<file path="src/rtl/fetch_unit.sv">
// Instruction fetch stage: owns the PC, issues single-outstanding word requests to
// instruction memory, buffers up to two returned instructions and redirects on taken control flow.
module fetch_unit #(
    parameter int                    DATA_WIDTH = 32,
    parameter logic [DATA_WIDTH-1:0] RESET_PC   = '0,
    parameter int                    BUF_DEPTH  = 2
) (
    input  logic                  clk,
    input  logic                  rst,
    output logic                  imem_req,
    output logic [DATA_WIDTH-1:0] imem_addr,
    input  logic                  imem_ready,
    input  logic                  imem_rvalid,
    input  logic [DATA_WIDTH-1:0] imem_rdata,
    output logic                  instr_valid,
    input  logic                  instr_ready,
    output logic [DATA_WIDTH-1:0] instr,
    output logic [DATA_WIDTH-1:0] instr_pc,
    output logic [DATA_WIDTH-1:0] pc_plus4,
    input  logic                  branch_en,
    input  logic                  eq,
    input  logic                  jal_en,
    input  logic                  jalr_en,
    input  logic [DATA_WIDTH-1:0] imm_op,
    input  logic [DATA_WIDTH-1:0] jalr_target
);

    localparam logic [1:0] DEPTH = 2'(BUF_DEPTH);

    logic [DATA_WIDTH-1:0] fetch_pc;
    logic [DATA_WIDTH-1:0] resp_pc;
    logic                  outstanding;
    logic                  discard;
    logic [1:0]            count;
    logic [DATA_WIDTH-1:0] head_instr, head_pc;
    logic [DATA_WIDTH-1:0] tail_instr, tail_pc;

    logic                  has_head;
    logic                  accept;
    logic                  rsp;
    logic                  pop;
    logic                  taken;
    logic                  push;
    logic                  outstanding_next;
    logic [DATA_WIDTH-1:0] target_raw;
    logic [DATA_WIDTH-1:0] target;

    assign has_head = (count != 2'd0);

    // At most one request in flight, and never more than the buffer can absorb.
    assign imem_req  = !rst && !outstanding && (({1'b0, count} + {2'b00, outstanding}) < {1'b0, DEPTH});
    assign imem_addr = fetch_pc;

    assign instr_valid = !rst && has_head;
    assign instr       = instr_valid ? head_instr : '0;
    assign instr_pc    = instr_valid ? head_pc : '0;
    assign pc_plus4    = instr_valid ? head_pc + DATA_WIDTH'(4) : '0;

    assign accept = imem_req && imem_ready;
    assign rsp    = imem_rvalid && outstanding;
    assign pop    = instr_valid && instr_ready;
    assign taken  = pop && (jal_en || jalr_en || (branch_en && eq));

    assign target_raw = jalr_en ? (jalr_target & ~DATA_WIDTH'(1)) : head_pc + imm_op;
    assign target     = target_raw & ~DATA_WIDTH'(3);

    // A response arriving in a redirect cycle belongs to the abandoned path.
    assign push = rsp && !discard && !taken;

    assign outstanding_next = accept ? 1'b1 : (rsp ? 1'b0 : outstanding);

    always_ff @(posedge clk) begin
        if (rst) begin
            fetch_pc    <= RESET_PC;
            resp_pc     <= '0;
            outstanding <= 1'b0;
            discard     <= 1'b0;
            count       <= 2'd0;
            head_instr  <= '0;
            head_pc     <= '0;
            tail_instr  <= '0;
            tail_pc     <= '0;
        end else begin
            outstanding <= outstanding_next;

            if (accept) begin
                resp_pc <= fetch_pc;
            end

            // A request accepted in the redirect cycle used the old PC, so target is not advanced.
            if (taken) begin
                fetch_pc <= target;
            end else if (accept) begin
                fetch_pc <= fetch_pc + DATA_WIDTH'(4);
            end

            if (taken) begin
                discard <= outstanding_next;
            end else if (rsp && discard) begin
                discard <= 1'b0;
            end

            if (taken) begin
                count <= 2'd0;
            end else begin
                case ({push, pop})
                    2'b10: begin
                        if (count == 2'd0) begin
                            head_instr <= imem_rdata;
                            head_pc    <= resp_pc;
                        end else begin
                            tail_instr <= imem_rdata;
                            tail_pc    <= resp_pc;
                        end
                        count <= count + 2'd1;
                    end
                    2'b01: begin
                        head_instr <= tail_instr;
                        head_pc    <= tail_pc;
                        count      <= count - 2'd1;
                    end
                    2'b11: begin
                        if (count == 2'd1) begin
                            head_instr <= imem_rdata;
                            head_pc    <= resp_pc;
                        end else begin
                            head_instr <= tail_instr;
                            head_pc    <= tail_pc;
                            tail_instr <= imem_rdata;
                            tail_pc    <= resp_pc;
                        end
                    end
                    default: ;
                endcase
            end
        end
    end

endmodule

</file>
<file path="config.mk">
export PLATFORM = sky130hd
export DESIGN_NAME = fetch_unit
export DESIGN_NICKNAME = d
export VERILOG_FILES = /design/src/rtl/fetch_unit.sv
export SDC_FILE = /design/constraint.sdc
export NUM_CORES = 1
export LEC_CHECK = 0
export ABC_AREA = 0
export CORE_MARGIN = 10
export CORE_UTILIZATION = 35
export DETAILED_ROUTE_END_ITERATION = 8
export PLACE_DENSITY = 0.7
export SLEW_MARGIN = 10
export SYNTH_ARGS = -nofsm -noshare
export SYNTH_HDL_FRONTEND = slang
export SYNTH_SLANG_ARGS = --single-unit
</file>
<file path="constraint.sdc">
create_clock -name clk -period 4.2 [get_ports clk]
set_clock_uncertainty 0.1 [all_clocks]
set_input_delay 0.84 -clock clk [delete_from_list [all_inputs] [get_ports clk]]
set_output_delay 0.84 -clock clk [all_outputs]
set_load 0.02 [all_outputs]
</file>
==> After elaboration in Yosys (flattened, before gate mapping) <==
Index checks and enable logic that the tools add are counted.
{ "op_classes": {"addsub": 6, "magnitude_cmp": 1, "reduce_logical": 27, "n_mux": 23, "n_eq_ne": 7, "n_bitwise": 1} }
{ "ops": {"columns": ["op", "count"], "rows": [
  ["$mux 32", 14],
  ["$pmux 32 s3", 2],
  ["$pmux 32 s2", 2],
  ["$add 32x3->32 const B", 2],
  ["$add 32x32->32", 1],
  ["$logic_and 1x1->1", 11],
  ["$reduce_bool 2->1", 5],
  ["$ne 2x2->1 const B", 3],
  ["$eq 2x1->1 const B", 2],
  ["$eq 2x2->1 const B", 2],
  ["$logic_not 1->1", 4],
  ["$mux 1", 4],
  ["$pmux 2 s2", 1],
  ["$reduce_and 4->1", 1],
  ["$add 2x1->3", 1],
  ["$lt 3x2->1 const B", 1],
  ["$reduce_and 3->1", 1],
  ["$reduce_bool 3->1", 1],
  ["$add 2x1->2 const B", 1],
  ["$logic_not 2->1", 1],
  ["$logic_or 1x1->1", 2],
  ["$reduce_or 2->1", 1],
  ["$sub 2x1->2 const B", 1],
  ["$not 1->1", 1]
]} }
{ "word_totals": {"register_bits": 196, "inputBits": 105, "elab_cells": 75, "out_inout_bits": 130} }

==> Logic depth before layout (Yosys ltp) <==
{ "logic_depth": {"word_depth": 9, "ltp_mapped": 13} }

==> Worst setup path after synthesis <==
Ideal clock, no wire load.
{ "synth_timing": {"kind": "in2reg", "from": "in imm_op[2]", "to": "reg fetch_pc[26] (netlist: imem_addr[26])", "setup_ns": 0.103, "t_arrival_ns": 3.132, "path_slack_ns": 0.865, "stages": 10, "path_cell_list": "ha_1 -> fa_1 -> a21o_1 -> a221o_2 -> o2111ai_1 -> nand2_1 -> o41ai_4 -> mux2i_1 -> nor2_1 -> a2111oi_2"} }
{ "synth_between": {"elab_chain_len": 3} }
{ "synth_rtl": {"columns": ["item", "line_no", "rtl"], "rows": [
  ["start: declaration", "24", "input logic [DATA_WIDTH-1:0] imm_op,"],
  ["$add 32x32->32", "64", "assign target_raw = jalr_en ? (jalr_target & ~DATA_WIDTH'(1)) : head_pc + imm_op;"],
  ["$mux 32", "64", null],
  ["$mux 32", "91", "if (taken) begin"],
  ["end signal: assignment", "92", "fetch_pc <= target;"],
  ["end signal: assignment", "94", "fetch_pc <= fetch_pc + DATA_WIDTH'(4);"],
  ["end: declaration", "30", "logic [DATA_WIDTH-1:0] fetch_pc;"]
]} }
No other way between the ends.
A chain may end at the register's enable or synchronous reset.

==> Final worst setup path <==
{ "layout_timing": {"from": "reg head_pc[2]", "to": "out pc_plus4[29]"} }
{ "layout_between": {"elab_chain_len": 2} }
{ "layout_rtl": {"columns": ["item", "line_no", "rtl"], "rows": [
  ["start: declaration", "35", "logic [DATA_WIDTH-1:0] head_instr, head_pc;"],
  ["start signal: assignment", "110", "head_pc <= resp_pc;"],
  ["start signal: assignment", "119", "head_pc <= tail_pc;"],
  ["start signal: assignment", "125", "head_pc <= resp_pc;"],
  ["$add 32x3->32", "57", "assign pc_plus4 = instr_valid ? head_pc + DATA_WIDTH'(4) : '0;"],
  ["$mux 32", "57", null],
  ["end: declaration", "19", "output logic [DATA_WIDTH-1:0] pc_plus4,"]
]} }
No other way between the ends.

==> summary.md <==
| Metric | Value |
|---|---|
| TritonRoute pass-1 iters | 5 |
| Worst Max-Slew Pin Slew | 0.8483 ns |
| Worst skew pair latency | 0.44 ns |
| Mapped Cells | 1363 |
| Max-Cap Viols | 0 |
| Number of vias per cell | 5.248 |
| Int Pwr | 3041 µW |
| Post-synth EDFFs | 0 |
| RR Endpoint | imem_addr[31] |
| H-Tree Depth | 4 |
| Nets | 1682 |
| Ratio of cells with drive above 1 in the final layout | 6.234% |
| Die Y | 195.1 µm |
| CP required | 3.26 ns |
| Core footprint | 0.03043 mm² |
| Leakage | 0.004725 µW |
| Final Hold Fails | 0 |
| Ys Warns | 0 |
| Count leader, synth | nand2_1 |
| Max Fanout on Critical Path | 6 |
| Comb power frac | 17.5% |
| Period utilisation layout | 94.54% |
| Antenna Nets Post-Route | 0 |
| Die width | 195.1 µm |
| Crit. End Element | output pin |
| DR vias | 10260 |
| Final wirelength | 35620 µm |
| Worst r2r src | count[0] |
| Place WS | 0.01946 ns |
| CTS tree | yes |
| Clock slew seen by the registers of the worst setup and hold paths | 0.08 ns |
| F_max | 251.9 MHz |
| Worst min path class | reg -> reg |
| Top cells by count, synth | nand2_1, dfxtp_1, nor2_1 |
| HPWL Detailed | 25850 µm |
| Routed wire length per instance | 18.22 µm |
| Synth top area share | 35.09% |
| Worst R2R Setup Slack | 0.76 ns |
| Crit Path Category | reg -> out |
| Crit path from | head_pc[2] |
| Iter 0 DRT Violations | 655 |
| Starting Density | 35.25% |
| Setup ws final | 0.2294 ns |
| Dominant synthesized flop cell | dfxtp_1 |
| Peak supply drop | 0.0002257 V |
| Setup TNS after final layout | 0 ns |
| Synthesized area per cell | 7.870 µm² |
| Fin. max-slew vios | 0 |
| Status | finished clean |
| TritonCTS Buffers | 17 |
| Top post-synthesis cells by area | dfxtp_1, nand2_1, a211oi_1 |
| Sequential-to-total area share from yosys stat | 35.09% |
| Port bufs | 224 |
| Fin crit period | 3.971 ns |
| First-pass GRT wire length | 55720 µm |
| Synthesis-to-finish area growth | 30.01% |
| Root buffer cell | clkbuf_16 |
| Setup violators final | 0 |
| Residual DRC count | 0 |
| Seq cells post-synth | 188 |
| Critical Path End | pc_plus4[29] |
| Synth area leader | dfxtp_1 |
| GRT Util Overall | 18.00% |
| Top Ports | 235 |
| Worst R2R Path Depth | 11 |
| Rel. slew slack | 43.44% |
| Hold Crit Start | tail_instr[1] |
| RD Place Congestion | 0.9089 |
| Sw Share | 30.26% |
| Psw | 1319 µW |
| Overflow after GRT | 0 |
| Longest Clk Path Bufs | 2 |
| CP arrival | 3.03 ns |
| Worst setup SP type | flop |
| Post-synth ARST share | 0% |
| Post-Syn Area | 0.01073 mm² |
| Hold buffers post-CTS | 0 |
| Initial antenna violation count | 4 |
| Largest net degree at the start of global routing | 189 |
| Yosys cell types | 65 |
| Clk network pwr share | 38.6% |
| Die ar. | 0.03805 mm² |
| RSZ-0062 raised after global routing | no |
| Clk sink count | 188 |
| Power density cells | 312.6 mW/mm² |
| Sequential fraction of design power | 43.9% |
| Rows | 64 |
| Vias in the first global route | 9875 |
-- flip-flops by register name, indices dropped and copies added (netlist names) --
signal,cells
head_instr,32
tail_instr,32
head_pc,30
imem_addr,30
resp_pc,30
tail_pc,30
count,2
discard,1
outstanding,1
-- layout by cell type (no fill, tap or decap), types with 6 or more instances in the layout --
cell / count
a211oi_1: 93
buf_4: 28
xor2_1: 38
nand3_1: 32
dfxtp_1: 186
a31oi_1: 8
clkdlybuf4s50_1: 221
o21ai_0: 26
and2_1: 68
ha_1: 32
o21ai_1: 7
a21o_1: 17
or3_1: 12
nor3_1: 8
nor2_1: 138
nand2_1: 238
clkbuf_16: 17
xnor2_1: 37
and4_1: 6
conb_1: 6
a21oi_1: 135
inv_1: 13
and3_1: 8
mux2i_1: 67
nand4_1: 21
-- layout make-up --
| cell class | count | area (µm²) |
|---|---|---|
| Inverter | 14 | 52.55 |
| Clock buffer | 17 | 425.4 |
| Antenna cell | 3 | 7.507 |
| Multi-Input combinational cell | 1066 | 6475 |
| Timing Repair Buffer | 256 | 2531 |
| Clock inverter | 15 | 192.7 |
| Fill cell | 3036 | 16480 |
| Sequential cell | 188 | 3766 |
| Tap cell | 396 | 495.5 |
-- cells by family after synthesis --
| group | count (synthesis) | synth area share, % |
|---|---|---|
| other cells | 1 | 0.03496 |
| compound gates | 330 | 20.05 |
| mux | 67 | 6.252 |
| simple gates | 554 | 23.39 |
| buf+inv | 114 | 5.027 |
| fa+ha+maj | 34 | 4.036 |
| flops | 188 | 35.09 |
| xor+xnor | 75 | 6.124 |
-- how the worst min path moves through the flow --
stage | end | slack [ns] | depth (start not counted)
2_1_floorplan | tail_instr[0] | 0.34 | 2
3_3_place_gp | tail_pc[14] | 0.34 | 2
3_5_place_dp | tail_pc[12] | 0.35 | 2
4_1_cts | tail_pc[12] | 0.36 | 2
5_1_grt | tail_pc[24] | 0.37 | 2
6_report | tail_instr[1] | 0.36 | 2
-- per-layer routing --
layer	global-route usage (%)	part of all wire, %	vias up
li1	-	-	5110
met1	21.94	44	4815
met2	29.47	46	295
met3	5.910	8.0	37
met4	5.402	1.8	2
met5	0	0.051	-
-- through the flow --
stage	utilization, %	cells	total power (µW)	area (µm²)	hold WS [ns]
finish	45.83	1955	4360	13950	0.3566
global route	45.81	1953	4563	13940	0.3718
CTS	45.74	1951	4400	13920	0.3568
detailed placement	43.68	1918	2715	13290	0.3467
global placement	43.68	1918	2704	13290	0.3408
floorplan	-	1368	2415	10750	0.3360
-- power groups by stage --
stage	Clock (µW)	Combinational [µW]	Sequential, µW
final	1680	765	1910
after global routing	1800	835	1930
after CTS	1720	764	1910
after detailed placement	0	760	1960
after global placement	0	750	1950
after floorplan	0	468	1950
-- critical path, cell delays in order, from the launching register on --
cell and delay (ns):
dfxtp_1 0.45, and2_1 0.29, nand4_1 0.12, buf_4 0.19, nor2_2 0.12, and2_1 0.21, nor2b_2 0.23, nand3_1 0.11
xor2_1 0.16, nor2_1 0.09, clkdlybuf4s50_1 0.61
-- repair_timing --
item / 4_1_cts / 5_1_grt
pin swaps: 1 / 1
buffers inserted: 1 / 1
setup endpoints to repair: 2 / 8
resized for setup: 1 / 6
No activity file was read; power rests on OpenSTA's default activity.
